[src/rtl/rs_pkg.sv]
// Shared constants and state encoding for the resize output packer.
package rs_pkg;

  localparam int FRAME_DIM       = 17;
  localparam int PIX_PER_WORD    = 4;
  localparam int WORDS_PER_FRAME = (FRAME_DIM * FRAME_DIM + PIX_PER_WORD - 1) / PIX_PER_WORD;
  localparam int PIX_CNT_W       = 9;
  localparam int RC_CNT_W        = 5;
  localparam int WORD_W          = 32;

  typedef enum logic [1:0] {
    IDLE    = 2'd0,
    COLLECT = 2'd1,
    DRAIN   = 2'd2
  } state_t;

endpackage

[src/rtl/resize_out_packer_if.sv]
// Pixel input strobe and packed-word output handshake of the packer.
interface resize_out_packer_if;

  logic        I_VALID;
  logic [7:0]  I_DATA;
  logic        OUT_VALID;
  logic        OUT_READY;
  logic [31:0] OUT_DATA;
  logic        OUT_LAST;

  // Environment side: resize engine plus downstream consumer.
  modport master (
    output I_VALID, I_DATA, OUT_READY,
    input  OUT_VALID, OUT_DATA, OUT_LAST
  );

  // Packer side.
  modport slave (
    input  I_VALID, I_DATA, OUT_READY,
    output OUT_VALID, OUT_DATA, OUT_LAST
  );

endinterface

[src/rtl/rs_fifo.sv]
// Synchronous FIFO with a registered head: out_valid/out_data always reflect
// the oldest stored entry, with no same-cycle bypass from push to output.
module rs_fifo #(
  parameter int DEPTH = 8,
  parameter int WIDTH = 33
) (
  input  logic             clk,
  input  logic             rst_n,
  input  logic             clr,
  input  logic             push,
  input  logic [WIDTH-1:0] push_data,
  input  logic             pop_ready,
  output logic             full,
  output logic             empty,
  output logic             out_valid,
  output logic [WIDTH-1:0] out_data
);

  localparam int AW = $clog2(DEPTH);

  logic [WIDTH-1:0] mem [DEPTH];
  logic [AW:0]      wr_ptr_reg, wr_ptr_next;
  logic [AW:0]      rd_ptr_reg, rd_ptr_next;
  logic             out_valid_reg;
  logic [WIDTH-1:0] out_data_reg, out_data_next;
  logic             pop, push_ok;

  // Flags, accepted push/pop and the head entry for the next cycle.
  always_comb begin
    empty   = (wr_ptr_reg == rd_ptr_reg);
    full    = (wr_ptr_reg[AW] != rd_ptr_reg[AW]) &&
              (wr_ptr_reg[AW-1:0] == rd_ptr_reg[AW-1:0]);
    pop     = out_valid_reg && pop_ready && !clr;
    // A full FIFO still takes a word if the head leaves in the same cycle.
    push_ok = push && !clr && (!full || pop);
    wr_ptr_next = push_ok ? wr_ptr_reg + 1'b1 : wr_ptr_reg;
    rd_ptr_next = pop     ? rd_ptr_reg + 1'b1 : rd_ptr_reg;
    if (wr_ptr_next == rd_ptr_next) begin
      out_data_next = '0;
    end else if (push_ok && (wr_ptr_reg[AW-1:0] == rd_ptr_next[AW-1:0])) begin
      // The new head is the slot being written this cycle.
      out_data_next = push_data;
    end else begin
      out_data_next = mem[rd_ptr_next[AW-1:0]];
    end
  end

  // Storage array write port.
  always_ff @(posedge clk) begin
    if (push_ok) begin
      mem[wr_ptr_reg[AW-1:0]] <= push_data;
    end
  end

  // Pointers and registered head.
  always_ff @(posedge clk or negedge rst_n) begin
    if (!rst_n) begin
      wr_ptr_reg    <= '0;
      rd_ptr_reg    <= '0;
      out_valid_reg <= 1'b0;
      out_data_reg  <= '0;
    end else if (clr) begin
      wr_ptr_reg    <= '0;
      rd_ptr_reg    <= '0;
      out_valid_reg <= 1'b0;
      out_data_reg  <= '0;
    end else begin
      wr_ptr_reg    <= wr_ptr_next;
      rd_ptr_reg    <= rd_ptr_next;
      out_valid_reg <= (wr_ptr_next != rd_ptr_next);
      out_data_reg  <= out_data_next;
    end
  end

  assign out_valid = out_valid_reg;
  assign out_data  = out_data_reg;

endmodule

[src/rtl/resize_out_packer.sv]
// Packs 8-bit pixels from the resize engine into little-endian 32-bit words,
// tags the final word of each frame, and buffers words in an output FIFO.
module resize_out_packer
  import rs_pkg::*;
#(
  parameter int FIFO_DEPTH = 8,
  parameter int FRAME_DIM  = rs_pkg::FRAME_DIM
) (
  input  logic               clk,
  input  logic               RST_N,
  input  logic               START,
  resize_out_packer_if.slave bus,
  output logic               BUSY,
  output logic               ERR
);

  localparam logic [PIX_CNT_W-1:0] LAST_PIX = PIX_CNT_W'(FRAME_DIM * FRAME_DIM - 1);
  localparam logic [RC_CNT_W-1:0]  COL_LAST = RC_CNT_W'(FRAME_DIM - 1);

  state_t                state_reg;
  logic [PIX_CNT_W-1:0]  pix_cnt_reg;
  logic [RC_CNT_W-1:0]   col_cnt_reg;
  logic [RC_CNT_W-1:0]   row_cnt_reg;
  logic [WORD_W-1:0]     pack_reg;
  logic                  err_reg;
  logic                  busy_reg;

  logic [1:0]            lane;
  logic                  pix_take, pix_last, word_push;
  logic [WORD_W-1:0]     word_data;
  logic                  fifo_full, fifo_empty, fifo_valid, fifo_pop, overflow;
  logic [WORD_W:0]       fifo_out;

  // Accept a pixel only while collecting; a START in the same cycle wins.
  always_comb begin
    lane      = pix_cnt_reg[1:0];
    pix_take  = (state_reg == COLLECT) && bus.I_VALID && !START;
    pix_last  = pix_take && (pix_cnt_reg == LAST_PIX);
    word_push = pix_take && ((lane == 2'd3) || pix_last);
    fifo_pop  = fifo_valid && bus.OUT_READY;
    overflow  = word_push && fifo_full && !fifo_pop;
  end

  // Word being built this cycle: the incoming pixel lands in its lane.
  genvar gi;
  generate
    for (gi = 0; gi < PIX_PER_WORD; gi++) begin : g_lane
      assign word_data[gi*8 +: 8] = (lane == 2'(gi)) ? bus.I_DATA : pack_reg[gi*8 +: 8];
    end
  endgenerate

  // Frame state machine, pixel/row/column counters, pack register and flags.
  always_ff @(posedge clk or negedge RST_N) begin
    if (!RST_N) begin
      state_reg   <= IDLE;
      pix_cnt_reg <= '0;
      col_cnt_reg <= '0;
      row_cnt_reg <= '0;
      pack_reg    <= '0;
      err_reg     <= 1'b0;
      busy_reg    <= 1'b0;
    end else if (START) begin
      // New frame, or abort of the current one.
      state_reg   <= COLLECT;
      pix_cnt_reg <= '0;
      col_cnt_reg <= '0;
      row_cnt_reg <= '0;
      pack_reg    <= '0;
      err_reg     <= 1'b0;
      busy_reg    <= 1'b1;
    end else begin
      if (overflow) begin
        err_reg <= 1'b1;
      end
      case (state_reg)
        IDLE: begin
          busy_reg <= 1'b0;
        end
        COLLECT: begin
          if (pix_take) begin
            // Cleared after each push so a partial final word has zero lanes.
            pack_reg <= word_push ? '0 : word_data;
            if (pix_last) begin
              pix_cnt_reg <= '0;
              col_cnt_reg <= '0;
              row_cnt_reg <= '0;
              state_reg   <= DRAIN;
            end else begin
              pix_cnt_reg <= pix_cnt_reg + 1'b1;
              if (col_cnt_reg == COL_LAST) begin
                col_cnt_reg <= '0;
                row_cnt_reg <= row_cnt_reg + 1'b1;
              end else begin
                col_cnt_reg <= col_cnt_reg + 1'b1;
              end
            end
          end
        end
        DRAIN: begin
          // An empty FIFO also ends the frame, so a dropped last word
          // cannot leave the block stuck busy.
          if ((fifo_pop && fifo_out[WORD_W]) || fifo_empty) begin
            state_reg <= IDLE;
            busy_reg  <= 1'b0;
          end
        end
        default: begin
          state_reg <= IDLE;
          busy_reg  <= 1'b0;
        end
      endcase
    end
  end

  rs_fifo #(
    .DEPTH (FIFO_DEPTH),
    .WIDTH (WORD_W + 1)
  ) u_fifo (
    .clk       (clk),
    .rst_n     (RST_N),
    .clr       (START),
    .push      (word_push),
    .push_data ({pix_last, word_data}),
    .pop_ready (bus.OUT_READY),
    .full      (fifo_full),
    .empty     (fifo_empty),
    .out_valid (fifo_valid),
    .out_data  (fifo_out)
  );

  assign bus.OUT_VALID = fifo_valid;
  assign bus.OUT_DATA  = fifo_out[WORD_W-1:0];
  assign bus.OUT_LAST  = fifo_out[WORD_W];
  assign BUSY          = busy_reg;
  assign ERR           = err_reg;

endmodule

[src/flat_wrapper.sv]
// flat-port wrapper written by rule: the top's interface ports become plain ports
module resize_out_packer_flat import rs_pkg::*;
#(
  parameter int FIFO_DEPTH = 8,
  parameter int FRAME_DIM  = rs_pkg::FRAME_DIM
)
  (clk, RST_N, START, BUSY, ERR, bus_I_VALID, bus_I_DATA, bus_OUT_READY, bus_OUT_VALID, bus_OUT_DATA, bus_OUT_LAST);
  resize_out_packer_if bus_i ();
  input  logic clk;
  input  logic RST_N;
  input  logic START;
  output logic BUSY;
  output logic ERR;
  input wire logic [$bits(bus_i.I_VALID)-1:0] bus_I_VALID;
  input wire logic [$bits(bus_i.I_DATA)-1:0] bus_I_DATA;
  input wire logic [$bits(bus_i.OUT_READY)-1:0] bus_OUT_READY;
  output wire logic [$bits(bus_i.OUT_VALID)-1:0] bus_OUT_VALID;
  output wire logic [$bits(bus_i.OUT_DATA)-1:0] bus_OUT_DATA;
  output wire logic [$bits(bus_i.OUT_LAST)-1:0] bus_OUT_LAST;
  assign bus_i.I_VALID = bus_I_VALID;
  assign bus_i.I_DATA = bus_I_DATA;
  assign bus_i.OUT_READY = bus_OUT_READY;
  assign bus_OUT_VALID = bus_i.OUT_VALID;
  assign bus_OUT_DATA = bus_i.OUT_DATA;
  assign bus_OUT_LAST = bus_i.OUT_LAST;
  resize_out_packer #(.FIFO_DEPTH(FIFO_DEPTH), .FRAME_DIM(FRAME_DIM)) u_core (.clk(clk), .RST_N(RST_N), .START(START), .bus(bus_i), .BUSY(BUSY), .ERR(ERR));
endmodule
[config.mk]
export PLATFORM = sky130hd
export DESIGN_NAME = resize_out_packer_flat
export DESIGN_NICKNAME = d
export VERILOG_FILES = /design/src/rtl/rs_pkg.sv /design/src/rtl/resize_out_packer_if.sv /design/src/rtl/rs_fifo.sv /design/src/rtl/resize_out_packer.sv /design/src/flat_wrapper.sv
export SDC_FILE = /design/constraint.sdc
export NUM_CORES = 1
export LEC_CHECK = 0
export CORE_UTILIZATION = 54
export CTS_CLUSTER_SIZE = 8
export DETAILED_ROUTE_END_ITERATION = 10
export HOLD_SLACK_MARGIN = 0.1
export PLACE_DENSITY = 0.81
export SYNTH_ARGS = -nofsm -noshare
export SYNTH_HDL_FRONTEND = slang
export SYNTH_SLANG_ARGS = --single-unit
[constraint.sdc]
create_clock -name clk -period 7.7 [get_ports clk]
set_input_delay 1.155 -clock clk [delete_from_list [all_inputs] [get_ports clk]]
set_output_delay 1.155 -clock clk [all_outputs]
set_load 0.005 [all_outputs]
# Word level (Yosys, flattened, before mapping)
# Memories as Yosys holds them, arrays and structs flattened.
# Cells that the tools add are included.
[word_totals] mem_count=1 word_cells=89 register_bits=87 out_inout_bits=36 ramBits=264
[op_classes] mux=32 eq_ne=17 n_reduce_logical=27 addsub=3
[memory_table] name="u_core.u_fifo.mem" depth=8 word_bits=33 rd=1 rd_ports_with_merged_regs=0 write_ports=1 line_no="rs_fifo.sv:21" text="logic [WIDTH-1:0] mem [DEPTH];"
[op_table] cell="32-bit two-way mux" n=4
[op_table] cell="33-bit two-way mux" n=3
[op_table] cell="9-bit two-way mux" n=4
[op_table] cell="8-bit two-way mux" n=4
[op_table] cell="4-bit two-way mux" n=4
[op_table] cell="1-bit logical AND" n=13
[op_table] cell="9-bit by 1-bit adder with 9-bit output, second input constant" n=1
[op_table] cell="9-bit equality test, second input constant" n=1
[op_table] cell="3-bit by 2-bit inequality test with 1-bit output, second input constant" n=3
[op_table] cell="4-bit by 1-bit adder with 4-bit output, second input constant" n=2
[op_table] cell="4-bit equality test" n=2
[op_table] cell="2-bit two-way mux" n=4
[op_table] cell="1-bit two-way mux" n=7
[op_table] cell="2-bit equality test, second input constant" n=3
[op_table] cell="3-bit equality test" n=2
[op_table] cell="2-bit one-hot mux with 3 select lines" n=1
[op_table] cell="2-bit nonzero test" n=3
[op_table] cell="2-bit by 1-bit equality test with 1-bit output, second input constant" n=2
[op_table] cell="2-bit zero test" n=2
[op_table] cell="2-bit inequality test, second input constant" n=2
[op_table] cell="4-bit inequality test" n=1
[op_table] cell="2-bit AND reduction" n=2
[op_table] cell="4-bit AND reduction" n=1
[op_table] cell="1-bit zero test" n=3
[op_table] cell="3 further kinds" n=5

# Longest topological paths before layout
[depth] ltp_word=12 mapped_depth=10

# By module
# From an unflattened synthesis, not the netlist that was laid out.
[unflattened] cells_unflattened=903 area_unflattened_um2=16219.3
[modules_own_cells] module="rs_fifo" n_inst=1 seq_area_each_um2=8978.6 area_each_um2=13885.8 cells_per_inst=717
[modules_own_cells] module="resize_out_packer" n_inst=1 seq_area_each_um2=1126.1 area_each_um2=2333.5 cells_per_inst=186

# Worst setup path after synthesis
# Ideal clock, no wire load.
[synth_path] kind="input to register" startpoint="input START" endpoint="memory u_core.u_fifo.mem[2][0], enable pin" required_ns=7.182 n_path_buf=2 cell_stages=5 t_arrival_ns=5.661 path_slack_ns=1.520 setup_ns=0.518 path_cell_list="nand3b_1 -> a211o_1 -> buf_2 -> buf_1 -> nor4b_1"
[synth_via] elab_chain_cells=9 elab_cells_between_ends=11
[synth_lines] element="start, declared" line_no="flat_wrapper.sv:11" text="input logic START;"
[synth_lines] element="1-bit zero test *" line_no="rs_fifo.sv:33, rs_fifo.sv:35, resize_out_packer.sv:37"
[synth_lines] element="1-bit logical AND" line_no="resize_out_packer.sv:37" text="pix_take = (state_reg == COLLECT) && bus.I_VALID && !START;"
[synth_lines] element="1-bit logical AND" line_no="resize_out_packer.sv:38" text="pix_last = pix_take && (pix_cnt_reg == LAST_PIX);"
[synth_lines] element="1-bit logical OR" line_no="resize_out_packer.sv:39" text="word_push = pix_take && ((lane == 2'd3) || pix_last);"
[synth_lines] element="1-bit logical AND" line_no="resize_out_packer.sv:39"
[synth_lines] element="1-bit logical AND" line_no="rs_fifo.sv:35" text="push_ok = push && !clr && (!full || pop);"
[synth_lines] element="1-bit logical AND *" line_no="rs_fifo.sv:35"
[synth_lines] element="1-bit two-way mux *" line_no="rs_fifo.sv:50" text="if (push_ok) begin"
[synth_lines] element="1-bit two-way mux (not written as such) *" line_no="rs_fifo.sv:51" text="mem[wr_ptr_reg[AW-1:0]] <= push_data;"
[synth_lines] element="end, declared" line_no="rs_fifo.sv:21"
# Every way passes the cells marked *; elsewhere a longest branch is shown, timed or not.

# Worst setup path in the final report
[layout_path] startpoint="input START" endpoint="register u_core.u_fifo.out_data_reg[23], in the netlist u_core.u_fifo.out_data[23]"
[layout_via] elab_chain_cells=11 elab_cells_between_ends=18
[layout_lines] element="1-bit zero test" line_no="rs_fifo.sv:33, rs_fifo.sv:35, resize_out_packer.sv:37"
[layout_lines] element="1-bit logical AND" line_no="resize_out_packer.sv:37"
[layout_lines] element="1-bit logical AND" line_no="resize_out_packer.sv:38"
[layout_lines] element="1-bit logical OR" line_no="resize_out_packer.sv:39"
[layout_lines] element="1-bit logical AND" line_no="resize_out_packer.sv:39"
[layout_lines] element="1-bit logical AND (2 in a row)" line_no="rs_fifo.sv:35"
[layout_lines] element="4-bit two-way mux / 1-bit logical AND (equally long branches)" line_no="rs_fifo.sv:36, rs_fifo.sv:40"
[layout_lines] element="4-bit equality test / 33-bit two-way mux (equally long branches)" line_no="rs_fifo.sv:38, rs_fifo.sv:40"
[layout_lines] element="33-bit two-way mux" line_no="rs_fifo.sv:38" text="if (wr_ptr_next == rd_ptr_next) begin"
[layout_lines] element="33-bit two-way mux *" line_no="rs_fifo.sv:62" text="end else if (clr) begin"
[layout_lines] element="end signal, assigned" line_no="rs_fifo.sv:71" text="out_data_reg <= out_data_next;"
[layout_lines] element="end, declared" line_no="rs_fifo.sv:25" text="logic [WIDTH-1:0] out_data_reg, out_data_next;"
# Marked as above.
# A chain may end at the register's enable or synchronous reset.

==> reports/results.txt <==
Worst reg2reg path endpoint: u_core.u_fifo.out_data[32]
Chip Width: 181 um
Per-cell routed wire length: 24.2 um
Clock sinks: 351
Crit-path most repeated cell: buf_4
Worst hold start: u_core.BUSY
Final setup margin: 3.32 ns
Endpoint class of the critical path: flip-flop
Max reg flops: 264
Met1 usage: 33.5%
Cell count after synthesis: 1172
Commonest non-fill, non-tap cells in the layout: mux2i_1, edfxtp_1, dfrtp_1, nand2_1, mux4_2
Main synth FF type: edfxtp_1
Layout Cells excl Fill: 1657
Design Area, Final: 19600 um^2
Num rows: 65
Simple-gate portion of the synthesized area: 6.12%
Share of cells above drive strength 1: 14.9%
HPWL Detailed: 23.9 mm
Die ar.: 32600 um^2
Die H: 181 um
Reg clk slew, reported paths: 0.05 ns
Period utilisation layout: 56.9%
WHS Endpoint: u_core.BUSY
Global-route wire length before repair: 62.2 mm
Max stage delay on crit path: 0.51 ns
Power density cells: 213 nW/um^2
IO Port Bufs: 48
Skew final: 0.0190 ns
Synth Area in Compound Gates: 4.67%
Vias: 10500
Yosys reg bits: 351
Hold WS: 0.472 ns
Dominant combinational cell family by area after synthesis: multiplexers
Setup CP Type: in -> reg
Clk buf depth: 3
Final worst path period need: 4.38 ns
Final Hold Viols: 0
Final Max Slew Viols: 0
Worst-skew pair later-pin latency: 0.54 ns
Slew @ Worst Pin: 1.16 ns
Leakage power: 6.42 nW
Critical Path RT: 8.13 ns
Setup repair bufs after CTS: 0
Placed Instance Area: 18100 um^2
Commonest non-fill, non-tap cell in the layout: mux2i_1
Outcome: finished, final reports clean
Clk root buf: clkbuf_16
Drt pass-1 iters: 6
Final setup fails: 0
Sequential area share after synthesis: 58.6%
Vias per std cell: 6.36
HP Class: reg -> reg
Post-Route WL: 40.1 mm
Grt ovf: 0
CTS Buf Count: 49
Max-cap violations: 0
Crit path cell chain: buf_2, buf_4, nand3b_4, mux2i_1, xnor2_2, buf_4, or3_1, buf_4, a31oi_1, a211oi_1
Fill count: 2234
Reg2reg setup slack: 3.49 ns
H-tree levels: 2
EDFF count, synth: 264
Post-route DRC: 0
Max FO, Critical Path: 33
Synth unique cells: 50
Area Growth Syn to Fin: 13.5%
GR met3 Demand/Resource: 5.70%
Core area: 31500 um^2
Antenna diodes: 0
CTS tree: done
Reg2Reg Depth: 8
Initial Util: 54.8%
Number of DRC markers in iteration 0: 889
Final Util: 62.2%
GP Congestion: 0.803
TNS Setup: 0 ns
Pwr Total: 4.17 mW
Worst setup SP type: input port
Post-route antenna net violation count: 0
Synthesis Warnings: 0
All-Layer GR Usage: 25.1%
Avg Inst Size Synth: 14.7 um^2
Synthesized area: 17200 um^2
Vias in the first global route: 10800
Grt met2 use: 40.0%
Busiest layer in global routing: met2
Hold path depth: 1
Asr flop ratio synth: 24.8%
Hold buffer count at CTS: 0
Number of top-level pins: 49
Slowest CP cell: or3_1
Initial antenna violation count: 0
Synth Area in Adders: 0.435%
Syn_nets: 1191
Layout Nets: 1233
RSZ-0062 raised after global routing: no
Largest net degree at the start of global routing: 71
Dpl cells: 1565
Resized Gates After CTS: 0
Post-synthesis mux area share: 26.0%
Xor/xnor share of the synthesized area: 1.01%
Setup WS pre-CTS: 2.87 ns
Worst r2r src: u_core.u_fifo.rd_ptr_reg[1]
Critical Path AT: 4.81 ns
FMAX: 228 MHz
Rel. slew slack: 22.0%
Maximum VDD drop: 0.149 mV
[final cells by class]
cell class	count	area, um^2	area share, %
Multi-Input combinational cell	701	6690	34.2
Inverter	30	113	0.575
Sequential cell	351	10100	51.6
Tap cell	402	503	2.57
Clock inverter	1	8.76	0.0447
Clock buffer	91	1430	7.29
Timing Repair Buffer	81	721	3.68
[per-layer routing]
metal / up-vias / part of all wire, %
met5: - / 0
met4: 0 / 3.2
met3: 96 / 7.7
met2: 454 / 48
met1: 5350 / 41
li1: 4642 / -
[worst max-delay path, delay by kind of cell]
family | cells | cell delay (ns)
multiplexers | 1 | 0.49
AND/OR/NAND/NOR | 2 | 0.81
XOR/XNOR | 1 | 0.16
buffers and inverters | 4 | 1.72
AO/OA/AOI/OAI | 2 | 0.42
[kinds of logic after synthesis]
kind of cell             after synthesis
AO/OA/AOI/OAI                        117
XOR/XNOR                              19
buffers and inverters                120
multiplexers                         364
AND/OR/NAND/NOR                      195
flip-flops                           351
adder cells (fa/ha/maj)                6
[how the worst max path moves through the flow]
stage,from,endpoint,slack [ns],cells after the start
finish,START,u_core.u_fifo.out_data[23],3.32,10
global route,START,u_core.u_fifo.out_data[28],3.12,10
CTS,START,u_core.u_fifo.out_data[23],3.41,10
detailed placement,START,u_core.u_fifo.out_data[23],2.87,10
global placement,START,u_core.u_fifo.out_data[32],2.96,10
floorplan,START,u_core.u_fifo.mem[2][0],1.52,5
[power by group]
group	switching (mW)	leakage, nW	total (mW)	internal [mW]
combinational	0.0880	2.09	0.120	0.0316
clock	0.759	0.680	1.99	1.23
sequential	0.00581	3.65	2.06	2.06
[cells in the mapped netlist, types with 13 or more instances]
library cell | n | area share, %
mux2i_1 | 290 | 17
edfxtp_1 | 264 | 46
dfrtp_1 | 87 | 13
nand2_1 | 68 | 1.5
mux4_2 | 66 | 8.6
clkbuf_1 | 39 | 0.85
nand2b_1 | 37 | 1.3
o21ai_0 | 36 | 1.0
a31oi_1 | 34 | 1.2
a211oi_1 | 32 | 1.4
buf_2 | 32 | 0.93
inv_1 | 30 | 0.65
nor4_1 | 25 | 0.91
nor2_1 | 18 | 0.39
xnor2_1 | 13 | 0.66
(Power assumes the default switching activity.)
